[src/rtl/btn_conditioner_pkg.sv]
// btn_pkg: shared types and constants for the button conditioner.
// Optional feature macro: BTN_AUTOREPEAT_EN (see btn_debounce_chan).
package btn_pkg;

  // Per-channel debounce FSM states
  typedef enum logic [1:0] {
    IDLE       = 2'd0,
    PRESS_PEND = 2'd1,
    HELD       = 2'd2,
    REL_PEND   = 2'd3
  } btn_state_t;

  // Channel index of each physical button
  localparam int BTN_LEFT  = 0;
  localparam int BTN_RIGHT = 1;
  localparam int BTN_UP    = 2;
  localparam int BTN_DOWN  = 3;

  // Signed axis command: 2'b01 = +1, 2'b11 = -1, 2'b00 = 0
  typedef logic signed [1:0] dir_t;

  // Resolve one axis from its positive and negative buttons; both or neither gives 0
  function automatic dir_t axis_resolve(input logic pos, input logic neg);
    dir_t d;
    case ({pos, neg})
      2'b10:   d = 2'sb01;
      2'b01:   d = 2'sb11;
      default: d = 2'sb00;
    endcase
    return d;
  endfunction

endpackage

[src/rtl/btn_conditioner_if.sv]
// btn_conditioner_if: raw button pins in, conditioned levels/pulses/axes out.
// master = the side driving the pins, slave = the conditioner itself.
interface btn_conditioner_if
  import btn_pkg::*;
#(
  parameter int NUM_BTN = 4
);
  logic [NUM_BTN-1:0] btn_raw;
  logic [NUM_BTN-1:0] btn_level;
  logic [NUM_BTN-1:0] btn_press;
  logic [NUM_BTN-1:0] btn_release;
  dir_t               dir_x;
  dir_t               dir_y;

  modport master (
    output btn_raw,
    input  btn_level, btn_press, btn_release, dir_x, dir_y
  );

  modport slave (
    input  btn_raw,
    output btn_level, btn_press, btn_release, dir_x, dir_y
  );
endinterface

[src/rtl/btn_debounce_chan.sv]
// btn_debounce_chan: one button bit -> 2-flop synchroniser, counter debouncer,
// press/release pulse generator. With BTN_AUTOREPEAT_EN defined, a held
// button also re-pulses press after REPEAT_DELAY and then every REPEAT_PERIOD.
module btn_debounce_chan
  import btn_pkg::*;
#(
  parameter int DEBOUNCE_CYCLES = 250000
`ifdef BTN_AUTOREPEAT_EN
  ,
  parameter int REPEAT_DELAY  = 12500000,
  parameter int REPEAT_PERIOD = 2500000
`endif
) (
  input  logic clk,
  input  logic reset,
  input  logic raw,
  output logic level,
  output logic press_pulse,
  output logic release_pulse
);

  localparam int CNT_W = $clog2(DEBOUNCE_CYCLES + 1);
  localparam logic [CNT_W-1:0] CNT_ONE  = CNT_W'(1);
  localparam logic [CNT_W-1:0] CNT_LAST = CNT_W'(DEBOUNCE_CYCLES - 1);

  localparam logic [1:0] ST_IDLE       = IDLE;
  localparam logic [1:0] ST_PRESS_PEND = PRESS_PEND;
  localparam logic [1:0] ST_HELD       = HELD;
  localparam logic [1:0] ST_REL_PEND   = REL_PEND;

  if (DEBOUNCE_CYCLES < 2) begin : g_bad_debounce
    $error("btn_debounce_chan: DEBOUNCE_CYCLES must be >= 2");
  end

  logic             sync_meta;
  logic             sync;
  logic [1:0]       state;
  logic [CNT_W-1:0] cnt;
  logic             rep_fire;

  // Two-flop synchroniser; the second flop is the only copy the FSM sees
  always_ff @(posedge clk or posedge reset) begin
    if (reset) begin
      sync_meta <= 1'b0;
      sync      <= 1'b0;
    end else begin
      sync_meta <= raw;
      sync      <= sync_meta;
    end
  end

  // Debounce FSM: a new level is accepted only after DEBOUNCE_CYCLES stable samples
  always_ff @(posedge clk or posedge reset) begin
    if (reset) begin
      state         <= ST_IDLE;
      cnt           <= '0;
      press_pulse   <= 1'b0;
      release_pulse <= 1'b0;
    end else begin
      press_pulse   <= rep_fire;
      release_pulse <= 1'b0;
      case (state)
        ST_IDLE: begin
          if (sync) begin
            state <= ST_PRESS_PEND;
            cnt   <= CNT_ONE;
          end
        end
        ST_PRESS_PEND: begin
          if (!sync) begin
            state <= ST_IDLE;
            cnt   <= '0;
          end else if (cnt == CNT_LAST) begin
            state       <= ST_HELD;
            cnt         <= '0;
            press_pulse <= 1'b1;
          end else begin
            cnt <= cnt + CNT_ONE;
          end
        end
        ST_HELD: begin
          if (!sync) begin
            state <= ST_REL_PEND;
            cnt   <= CNT_ONE;
          end
        end
        ST_REL_PEND: begin
          if (sync) begin
            state <= ST_HELD;
            cnt   <= '0;
          end else if (cnt == CNT_LAST) begin
            state         <= ST_IDLE;
            cnt           <= '0;
            release_pulse <= 1'b1;
          end else begin
            cnt <= cnt + CNT_ONE;
          end
        end
        default: begin
          state <= ST_IDLE;
          cnt   <= '0;
        end
      endcase
    end
  end

  assign level = (state == ST_HELD) || (state == ST_REL_PEND);

`ifdef BTN_AUTOREPEAT_EN
  localparam int REP_MAX = (REPEAT_DELAY > REPEAT_PERIOD) ? REPEAT_DELAY : REPEAT_PERIOD;
  localparam int REP_W   = $clog2(REP_MAX + 1);

  logic [REP_W-1:0] rep_cnt;
  logic             rep_phase;
  logic [REP_W-1:0] rep_target;

  assign rep_target = rep_phase ? REP_W'(REPEAT_PERIOD - 1) : REP_W'(REPEAT_DELAY - 1);
  assign rep_fire   = (state == ST_HELD) && sync && (rep_cnt == rep_target);

  // Repeat timer: runs while stably held, freezes through a release glitch, clears once idle
  always_ff @(posedge clk or posedge reset) begin
    if (reset) begin
      rep_cnt   <= '0;
      rep_phase <= 1'b0;
    end else if ((state == ST_IDLE) || (state == ST_PRESS_PEND)) begin
      rep_cnt   <= '0;
      rep_phase <= 1'b0;
    end else if ((state == ST_HELD) && sync) begin
      if (rep_fire) begin
        rep_cnt   <= '0;
        rep_phase <= 1'b1;
      end else begin
        rep_cnt <= rep_cnt + REP_W'(1);
      end
    end
  end
`else
  assign rep_fire = 1'b0;
`endif

endmodule

[src/rtl/btn_conditioner.sv]
// btn_conditioner: conditions the left/right/up/down buttons and resolves
// them into registered signed axis commands for the physics stage.
// Optional feature macro: BTN_AUTOREPEAT_EN (held-button press auto-repeat).
module btn_conditioner
  import btn_pkg::*;
#(
  parameter int NUM_BTN         = 4,
  parameter int DEBOUNCE_CYCLES = 250000
`ifdef BTN_AUTOREPEAT_EN
  ,
  parameter int REPEAT_DELAY  = 12500000,
  parameter int REPEAT_PERIOD = 2500000
`endif
) (
  input logic              clk,
  input logic              reset,
  btn_conditioner_if.slave bus
);

  if (NUM_BTN < 4) begin : g_bad_num_btn
    $error("btn_conditioner: NUM_BTN must cover left/right/up/down");
  end

  logic [NUM_BTN-1:0] level_vec;
  logic [NUM_BTN-1:0] press_vec;
  logic [NUM_BTN-1:0] release_vec;
  dir_t               dir_x_q;
  dir_t               dir_y_q;

  for (genvar i = 0; i < NUM_BTN; i++) begin : g_chan
    btn_debounce_chan #(
      .DEBOUNCE_CYCLES(DEBOUNCE_CYCLES)
`ifdef BTN_AUTOREPEAT_EN
      ,
      .REPEAT_DELAY (REPEAT_DELAY),
      .REPEAT_PERIOD(REPEAT_PERIOD)
`endif
    ) u_chan (
      .clk          (clk),
      .reset        (reset),
      .raw          (bus.btn_raw[i]),
      .level        (level_vec[i]),
      .press_pulse  (press_vec[i]),
      .release_pulse(release_vec[i])
    );
  end

  // Axis resolve register: opposing buttons cancel, result lags btn_level by one cycle
  always_ff @(posedge clk or posedge reset) begin
    if (reset) begin
      dir_x_q <= 2'sb00;
      dir_y_q <= 2'sb00;
    end else begin
      dir_x_q <= axis_resolve(level_vec[BTN_RIGHT], level_vec[BTN_LEFT]);
      dir_y_q <= axis_resolve(level_vec[BTN_UP], level_vec[BTN_DOWN]);
    end
  end

  assign bus.btn_level   = level_vec;
  assign bus.btn_press   = press_vec;
  assign bus.btn_release = release_vec;
  assign bus.dir_x       = dir_x_q;
  assign bus.dir_y       = dir_y_q;

endmodule

[src/flat_wrapper.sv]
// flat-port wrapper written by rule: the top's interface ports become plain ports
module btn_conditioner_flat import btn_pkg::*;
#(
  parameter int NUM_BTN         = 4,
  parameter int DEBOUNCE_CYCLES = 250000

)
  (clk, reset, bus_btn_raw, bus_btn_level, bus_btn_press, bus_btn_release, bus_dir_x, bus_dir_y);
  btn_conditioner_if #(.NUM_BTN(NUM_BTN)) bus_i ();
  input logic clk;
  input logic reset;
  input wire logic [$bits(bus_i.btn_raw)-1:0] bus_btn_raw;
  output wire logic [$bits(bus_i.btn_level)-1:0] bus_btn_level;
  output wire logic [$bits(bus_i.btn_press)-1:0] bus_btn_press;
  output wire logic [$bits(bus_i.btn_release)-1:0] bus_btn_release;
  output wire logic [$bits(bus_i.dir_x)-1:0] bus_dir_x;
  output wire logic [$bits(bus_i.dir_y)-1:0] bus_dir_y;
  assign bus_i.btn_raw = bus_btn_raw;
  assign bus_btn_level = bus_i.btn_level;
  assign bus_btn_press = bus_i.btn_press;
  assign bus_btn_release = bus_i.btn_release;
  assign bus_dir_x = bus_i.dir_x;
  assign bus_dir_y = bus_i.dir_y;
  btn_conditioner #(.NUM_BTN(NUM_BTN), .DEBOUNCE_CYCLES(DEBOUNCE_CYCLES)) u_core (.clk(clk), .reset(reset), .bus(bus_i));
endmodule
[config.mk]
export PLATFORM = sky130hd
export DESIGN_NAME = btn_conditioner_flat
export DESIGN_NICKNAME = d
export VERILOG_FILES = /design/src/rtl/btn_conditioner_pkg.sv /design/src/rtl/btn_conditioner_if.sv /design/src/rtl/btn_debounce_chan.sv /design/src/rtl/btn_conditioner.sv /design/src/flat_wrapper.sv
export SDC_FILE = /design/constraint.sdc
export NUM_CORES = 1
export LEC_CHECK = 0
export CAP_MARGIN = 20
export CELL_PAD_IN_SITES_DETAIL_PLACEMENT = 0
export CELL_PAD_IN_SITES_GLOBAL_PLACEMENT = 1
export CORE_ASPECT_RATIO = 2
export CORE_UTILIZATION = 30
export CTS_CLUSTER_SIZE = 40
export DETAILED_ROUTE_END_ITERATION = 7
export GPL_TIMING_DRIVEN = 1
export PLACE_DENSITY_LB_ADDON = 0.1
export SLEW_MARGIN = 10
export SYNTH_ARGS = -nofsm -noshare
export SYNTH_HDL_FRONTEND = slang
export SYNTH_SLANG_ARGS = --single-unit
export TNS_END_PERCENT = 100
[constraint.sdc]
create_clock -name clk -period 3.3 [get_ports clk]
set_input_delay 0.66 -clock clk [delete_from_list [all_inputs] [get_ports clk]]
set_output_delay 0.66 -clock clk [all_outputs]
set_load 0.01 [all_outputs]
==> flow_summary_export.csv, run 1 <==
group,metric,value,unit
outcome,outcome,"complete, no violations",
die,initial_core_util,0.308,
die,io_pins,22,
cts,path_clk_slew,0.07,ns
die,die_h,188,um
pwr,swShare,0.306,
cts,root_buffer,"clkbuf_16",
routing,dr.pass1.iters,6,
synth,yosys_warnings,0,
cts,post-cts-setup-buffers,0,
pwr,leakage,2.37,nW
die,die_w,94.9,um
cts,cts_tree,"built",
critical_path,arrival,2.46,ns
hold_path,hold_path_class,"reg -> reg",
pwr,p_switching,907,uW
routing,viasPerCell,5.32,
hold_path,hold_path_depth,0,
synth,synth_area,5180,um2
die,die_area,17800,um2
sta,clock_skew,0.00589,ns
synth,syn_inst,538,
critical_path,worstRegToRegCells,6,
final_layout,areaGrowthSynthToFinish,11.2,%
run,max_cap_violations,0,
routing,drtIter0Drc,143,
pwr,p_int,2.06,mW
cts,htreeDepth,3,
global_route,grt_first_pass_wirelength,20100,um
final_layout,final_util,0.342,
final_layout,diodes,0,
final_layout,final_cells,747,
critical_path,critPathLaunchType,"register",
routing,wl_per_cell,16.3,um
synth,synth-edff-count,0,
routing,wl,12200,um
synth,syn-num-nets,550,
placement,dp_hpwl,8450,um
sta,max_freq,450,MHz
pwr,p_clk_frac,0.375,
global_route,antenna_found_initial,0,
global_route,overflow,0,
sta,hold_viol,0,
placement,pre_cts_ws,1.07,ns
critical_path,crit_fanout,10,
synth,synthArstFlopShare,1.00,
routing,ant_nets,0,
cts,clk_latency,0.35,ns
global_route,grt_use_total,0.147,
global_route,grt_start_max_net_pins,52,
sta,slew_viol_final,0,
cts,clock_sinks,100,
final_layout,final_nets,547,
sta,setup_viol,0,
sta,fin_crit,2.22,ns
cts,cts_buffer_depth,2,
pwr,p_comb_frac,0.156,
synth,ys_ff_latch,100,
cts,cts_made_buffers,9,
cts,ctsHoldBuffers,0,
die,coreArea,16800,um2
pwr,cellPowerDensity,515,nW/um2
synth,synth_seq_area_share,0.483,
global_route,grt_pass1_vias,3888,
sta,slew_headroom,0.490,
critical_path,crit_required,3.53,ns
final_layout,layout-drive-gt1-share,0.0796,
sta,final.period_utilization,0.673,
sta,timing.final.ws_setup,1.08,ns
sta,finalSetupTns,0,ns
sta,tightest_slew,0.762,ns
synth,yosysUniqueCellTypes,57,
placement,globalplace.congestion,0.725,
placement,port-buffer-count,21,
pwr,seqPwrFrac,0.469,
routing,via_count,3973,
critical_path,criticalPathCategory,"reg -> reg",
sta,grt_setup_unrepaired,"no",
critical_path,worst_setup_path_end_kind,"register",
pwr,p_total,2.97,mW
routing,drc,0,
die,num_rows,67,
pwr,vdd_drop_max,0.000268,V
synth,avgSynthCellArea,9.63,um2
cts,cts-resized-gates,0,
synth,yosys_most_used_dff,"dfrtp_1",
placement,dp_cells,731,
## power by group through the flow
stage                     Clock, mW  Sequential (mW)  Combinational, mW
after floorplan                   0             1.39              0.367
after CTS                      1.16             1.39              0.474
after detailed placement          0             1.41              0.475
after global routing           1.20             1.41              0.533
final                          1.11             1.39              0.462
after global placement            0             1.42              0.472
## cells by family after synthesis
kind of cell | count (synthesis) | share of synthesized area
adders and majority gates | 6 | 0.0145
xor gates and xnor gates | 11 | 0.0215
AOI/OAI and AO/OA | 141 | 0.180
muxes | 7 | 0.0145
and+or+nand+nor | 218 | 0.230
buffers and inverters | 55 | 0.0565
DFF | 100 | 0.483
## cells in the mapped netlist, types with 7 or more instances
| cell type | n | area [um2] |
|---|---|---|
| a31oi_1 | 32 | 200 |
| nor3_1 | 8 | 40.0 |
| and3_1 | 19 | 119 |
| nand2_1 | 59 | 221 |
| nand4_1 | 15 | 93.8 |
| o21ai_0 | 34 | 170 |
| clkbuf_1 | 14 | 52.6 |
| a21oi_1 | 27 | 135 |
| nand3_1 | 33 | 165 |
| a22o_1 | 11 | 96.3 |
| dfrtp_1 | 100 | 2500 |
| nor2_1 | 25 | 93.8 |
| or3_1 | 7 | 43.8 |
| a41oi_1 | 9 | 78.8 |
| buf_4 | 13 | 97.6 |
| inv_1 | 18 | 67.6 |
## state kept, by name, summed over array words and instances (netlist names), named ones only
signal                              count
u_core.g_chan.u_chan.state              4
u_core.bus.dir_x                        2
u_core.g_chan.u_chan.press_pulse        4
u_core.g_chan.u_chan.sync_meta          4
u_core.bus.dir_y                        2
u_core.g_chan.u_chan.cnt               72
u_core.g_chan.u_chan.sync               4
u_core.g_chan.u_chan.release_pulse      4
## final timing paths
| path | start | end | slack [ns] |
|---|---|---|---|
| hold / removal | u_core.g_chan[1].u_chan.sync_meta$_DFF_PP0_ | u_core.g_chan[1].u_chan.sync$_DFF_PP0_ | 0.35 |
| min in group asynchronous | reset | u_core.g_chan[2].u_chan.sync_meta$_DFF_PP0_ | 0.76 |
| setup / recovery | u_core.g_chan[0].u_chan.cnt[11]$_DFFE_PP0P_ | u_core.g_chan[0].u_chan.cnt[5]$_DFFE_PP0P_ | 1.08 |
| hold reg to reg | u_core.g_chan[1].u_chan.sync_meta$_DFF_PP0_ | u_core.g_chan[1].u_chan.sync$_DFF_PP0_ | 0.35 |
| setup reg to reg | u_core.g_chan[0].u_chan.cnt[11]$_DFFE_PP0P_ | u_core.g_chan[0].u_chan.cnt[5]$_DFFE_PP0P_ | 1.08 |
| max in group asynchronous | reset | u_core.g_chan[0].u_chan.cnt[17]$_DFFE_PP0P_ | 1.82 |
## per-layer routing
layer,vias to the layer above,GRT usage,part of all wire
met3,9,0.0219,0.024
met2,44,0.262,0.54
met4,0,0.0577,0.016
met1,1954,0.172,0.42
li1,1966,-,-
met5,-,0,0
## per-stage QoR
| step | hold slack [ns] | area, um2 |
|---|---|---|
| 5_1_grt | 0.368 | 5760 |
| 2_1_floorplan | 0.331 | 5180 |
| 3_5_place_dp | 0.339 | 5460 |
| 4_1_cts | 0.357 | 5760 |
| 3_3_place_gp | 0.336 | 5460 |
| 6_report | 0.352 | 5760 |
## layout by cell type (no fill, tap or decap), drive strengths merged, types with 11 or more instances in the layout
cell type,instances
a21oi,27
a22o,11
a31oi,33
and3,19
clkdlybuf4s50,21
dfrtp,100
inv,21
nand2,59
nand3,33
nand4,15
nor2,25
o21ai,35
## worst max-delay path, stage by stage (launching register included)
cell	delay, ns
dfrtp_1	0.45
nor4bb_1	0.31
nand4_1	0.21
o31ai_2	0.69
buf_4	0.26
o21a_1	0.12
mux2i_1	0.06
## final cells by class
class | count | area (um2)
Sequential cell | 100 | 2500
Multi-Input combinational cell | 383 | 2390
Clock buffer | 9 | 225
Tap cell | 207 | 259
Fill cell | 1709 | 11100
Inverter | 18 | 70.1
Clock inverter | 7 | 81.3
Timing Repair Buffer | 23 | 238
(Power assumes the default switching activity.)
==> run 2, diff against run 1 <==
==> constraint.sdc (replaced) <==
create_clock -name clk -period 1.9 [get_ports clk]
set_input_delay 0.38 -clock clk [delete_from_list [all_inputs] [get_ports clk]]
set_output_delay 0.38 -clock clk [all_outputs]
set_load 0.01 [all_outputs]
==> run 2 against run 1 <==
Clock-buffer cell count up 2; critical path depth shrank 1; worst hold slack worse by 0.0037 ns; setup slack worse by 1.0 ns; sequential share of layout area shrank 5.0 points; non-clock buffer count up 65; largest power group unchanged; clock skew is 0.0041 ns higher; flip-flop and latch count unchanged.
==> flow_summary_export.csv, run 2 (synthesis results as in run 1) <==
group,metric,value,unit
global_route,overflow,0,
pwr,p_total,5.60,mW
critical_path,rr_endpoint,"u_core.g_chan[0].u_chan.cnt[8]$_DFFE_PP0P_",
global_route,grt_start_max_net_pins,44,
die,io_pins,22,
global_route,grt_use_total,0.157,
routing,dr.pass1.iters,4,
die,die_area,17800,um2
hold_path,hold_path_class,"reg -> reg",
final_layout,final_util,0.387,
final_layout,num-fill-cells,1681,
cts,root_buffer,"clkbuf_16",
sta,max_freq,539,MHz
cts,cts_made_buffers,9,
routing,wl_per_cell,16.4,um
critical_path,critPathSlowestCell,"dfrtp_1",
placement,port-buffer-count,21,
routing,wl,13400,um
final_layout,largest-register,"u_core.g_chan.u_chan.cnt",
final_layout,final_nets,613,
final_layout,final_common_cell,"dfrtp_1",
placement,globalplace.congestion,0.754,
critical_path,critPathLaunchType,"register",
cts,htreeDepth,3,
sta,clock_skew,0.00996,ns
critical_path,worst_setup_path_end_kind,"register",
die,coreArea,16800,um2
final_layout,largest_register_ff_count,72,
final_layout,final_cell_mix,"97 x dfrtp_1, 58 x nand2_1, 56 x buf_4",
hold_path,hp-start,"u_core.g_chan[0].u_chan.sync_meta$_DFF_PP0_",
die,die_w,94.9,um
sta,finalSetupTns,0,ns
routing,ant_nets,0,
critical_path,arrival,2.10,ns
final_layout,diodes,0,
final_layout,layout-drive-gt1-share,0.215,
critical_path,crit_required,2.15,ns
outcome,outcome,"complete, no violations",
critical_path,crit_chain,"nor4bb_1 -> nand4_1 -> o31a_4 -> buf_4 -> a22o_1",
routing,drc,0,
hold_path,hold_path_depth,0,
routing,viasPerCell,5.20,
critical_path,worstRegToRegCells,5,
sta,setup_viol,0,
placement,placed_area,5910,um2
critical_path,crit_fanout,9,
final_layout,areaGrowthSynthToFinish,25.8,%
global_route,grt_first_pass_wirelength,21300,um
final_layout,final_area,6520,um2
critical_path,r2r_start,"u_core.g_chan[0].u_chan.cnt[13]$_DFFE_PP0P_",
routing,via_count,4226,
pwr,cellPowerDensity,859,nW/um2
pwr,leakage,2.80,nW
die,initial_core_util,0.308,
hold_path,hold_end,"u_core.g_chan[0].u_chan.sync$_DFF_PP0_",
cts,cts_tree,"built",
sta,slew_viol_final,0,
global_route,antenna_found_initial,0,
sta,whs,0.349,ns
sta,fin_crit,1.86,ns
cts,clock_sinks,100,
sta,grt_setup_unrepaired,"yes",
cts,ctsHoldBuffers,0,
routing,drtIter0Drc,158,
run,max_cap_violations,0,
placement,dp_hpwl,9450,um
die,die_h,188,um
pwr,vdd_drop_max,0.000501,V
cts,path_clk_slew,0.08,ns
critical_path,rrSetupSlack,0.04,ns
global_route,grt_pass1_vias,4193,
die,num_rows,67,
sta,tightest_slew,0.510,ns
sta,slew_headroom,0.659,
sta,final.period_utilization,0.976,
critical_path,cp_slowest_stage_delay,0.41,ns
critical_path,criticalPathCategory,"reg -> reg",
cts,clk_latency,0.35,ns
cts,cts_buffer_depth,2,
sta,hold_viol,0,
-- run 2: changes by cell type in the layout (fill, tap and decap cells not counted), moves of 3 or more --
cell / before / now
buf_4: 1 / 56
buf_6: 0 / 5
a21oi_1: 27 / 24
a21oi_2: 0 / 3
buf_12: 1 / 4
dfrtp_1: 100 / 97
dfrtp_2: 0 / 3
-- run 2: worst max path at each step --
stage | startpoint | endpoint | slack, ns | cells past startpoint
final | u_core.g_chan[0].u_chan.cnt[13]$_DFFE_PP0P_ | u_core.g_chan[0].u_chan.cnt[8]$_DFFE_PP0P_ | 0.04 | 5
after global routing | u_core.g_chan[0].u_chan.cnt[8]$_DFFE_PP0P_ | register | -0.06 | 5
after CTS | u_core.g_chan[3].u_chan.cnt[0]$_DFFE_PP0P_ | u_core.g_chan[3].u_chan.cnt[15]$_DFFE_PP0P_ | 0.003 | 6
after detailed placement | u_core.g_chan[0].u_chan.cnt[8]$_DFFE_PP0P_ | u_core.g_chan[0].u_chan.cnt[13]$_DFFE_PP0P_ | -0.09 | 5
after global placement | u_core.g_chan[0].u_chan.cnt[8]$_DFFE_PP0P_ | u_core.g_chan[0].u_chan.cnt[13]$_DFFE_PP0P_ | -0.09 | 5
after floorplan | u_core.g_chan[3].u_chan.cnt[0]$_DFFE_PP0P_ | u_core.g_chan[3].u_chan.cnt[11]$_DFFE_PP0P_ | 0.05 | 7
-- run 2: timing repair --
| action | 4_1_cts | 5_1_grt |
|---|---|---|
| resized for setup | 2 | 38 |
| setup buffers | 0 | 9 |
| pin swaps | 0 | 13 |
| cloned | 0 | 2 |
| endpoints found under the setup margin | 12 | 39 |
-- run 2: critical path: cells and delay by family, from the launching register on --
kind / cells / cell delay (ns)
AO/OA/AOI/OAI: 2 / 0.60
AND/OR/NAND/NOR: 2 / 0.58
flip-flops: 1 / 0.41
buffers and inverters: 1 / 0.16
-- run 2: power by group --
| part | switching (mW) | internal (mW) | leakage (nW) |
|---|---|---|---|
| combinational | 0.616 | 0.509 | 1.28 |
| clock | 0.847 | 1.23 | 0.162 |
| sequential | 0.147 | 2.25 | 1.35 |
| total | 1.61 | 3.99 | 2.80 |
-- run 2: final cells by class --
cell class              instances  area [um2]  share of cell area
flip-flops and latches        100        2510               0.384
multi-input cells             384        2540               0.390
inverters                      18        71.3              0.0109
well taps                     207         259              0.0397
repair buffers                 88         810               0.124
clock buffers                  11         253              0.0388
clock inverters                 5        81.3              0.0125
-- run 2: metrics by stage --
step,std cells,setup WS (ns)
global route,813,-0.0634
detailed placement,786,-0.0941
floorplan,538,0.0455
finish,813,0.0447
CTS,802,0.00267
global placement,786,-0.0929
-- run 2: metal layers --
| metal | routed length [um] | track usage | vias to the layer above |
|---|---|---|---|
| met5 | 0 | 0 | - |
| met4 | 226 | 0.0548 | 0 |
| met3 | 235 | 0.0280 | 11 |
| met2 | 7280 | 0.283 | 34 |
| met1 | 5630 | 0.179 | 2083 |
| li1 | - | - | 2098 |
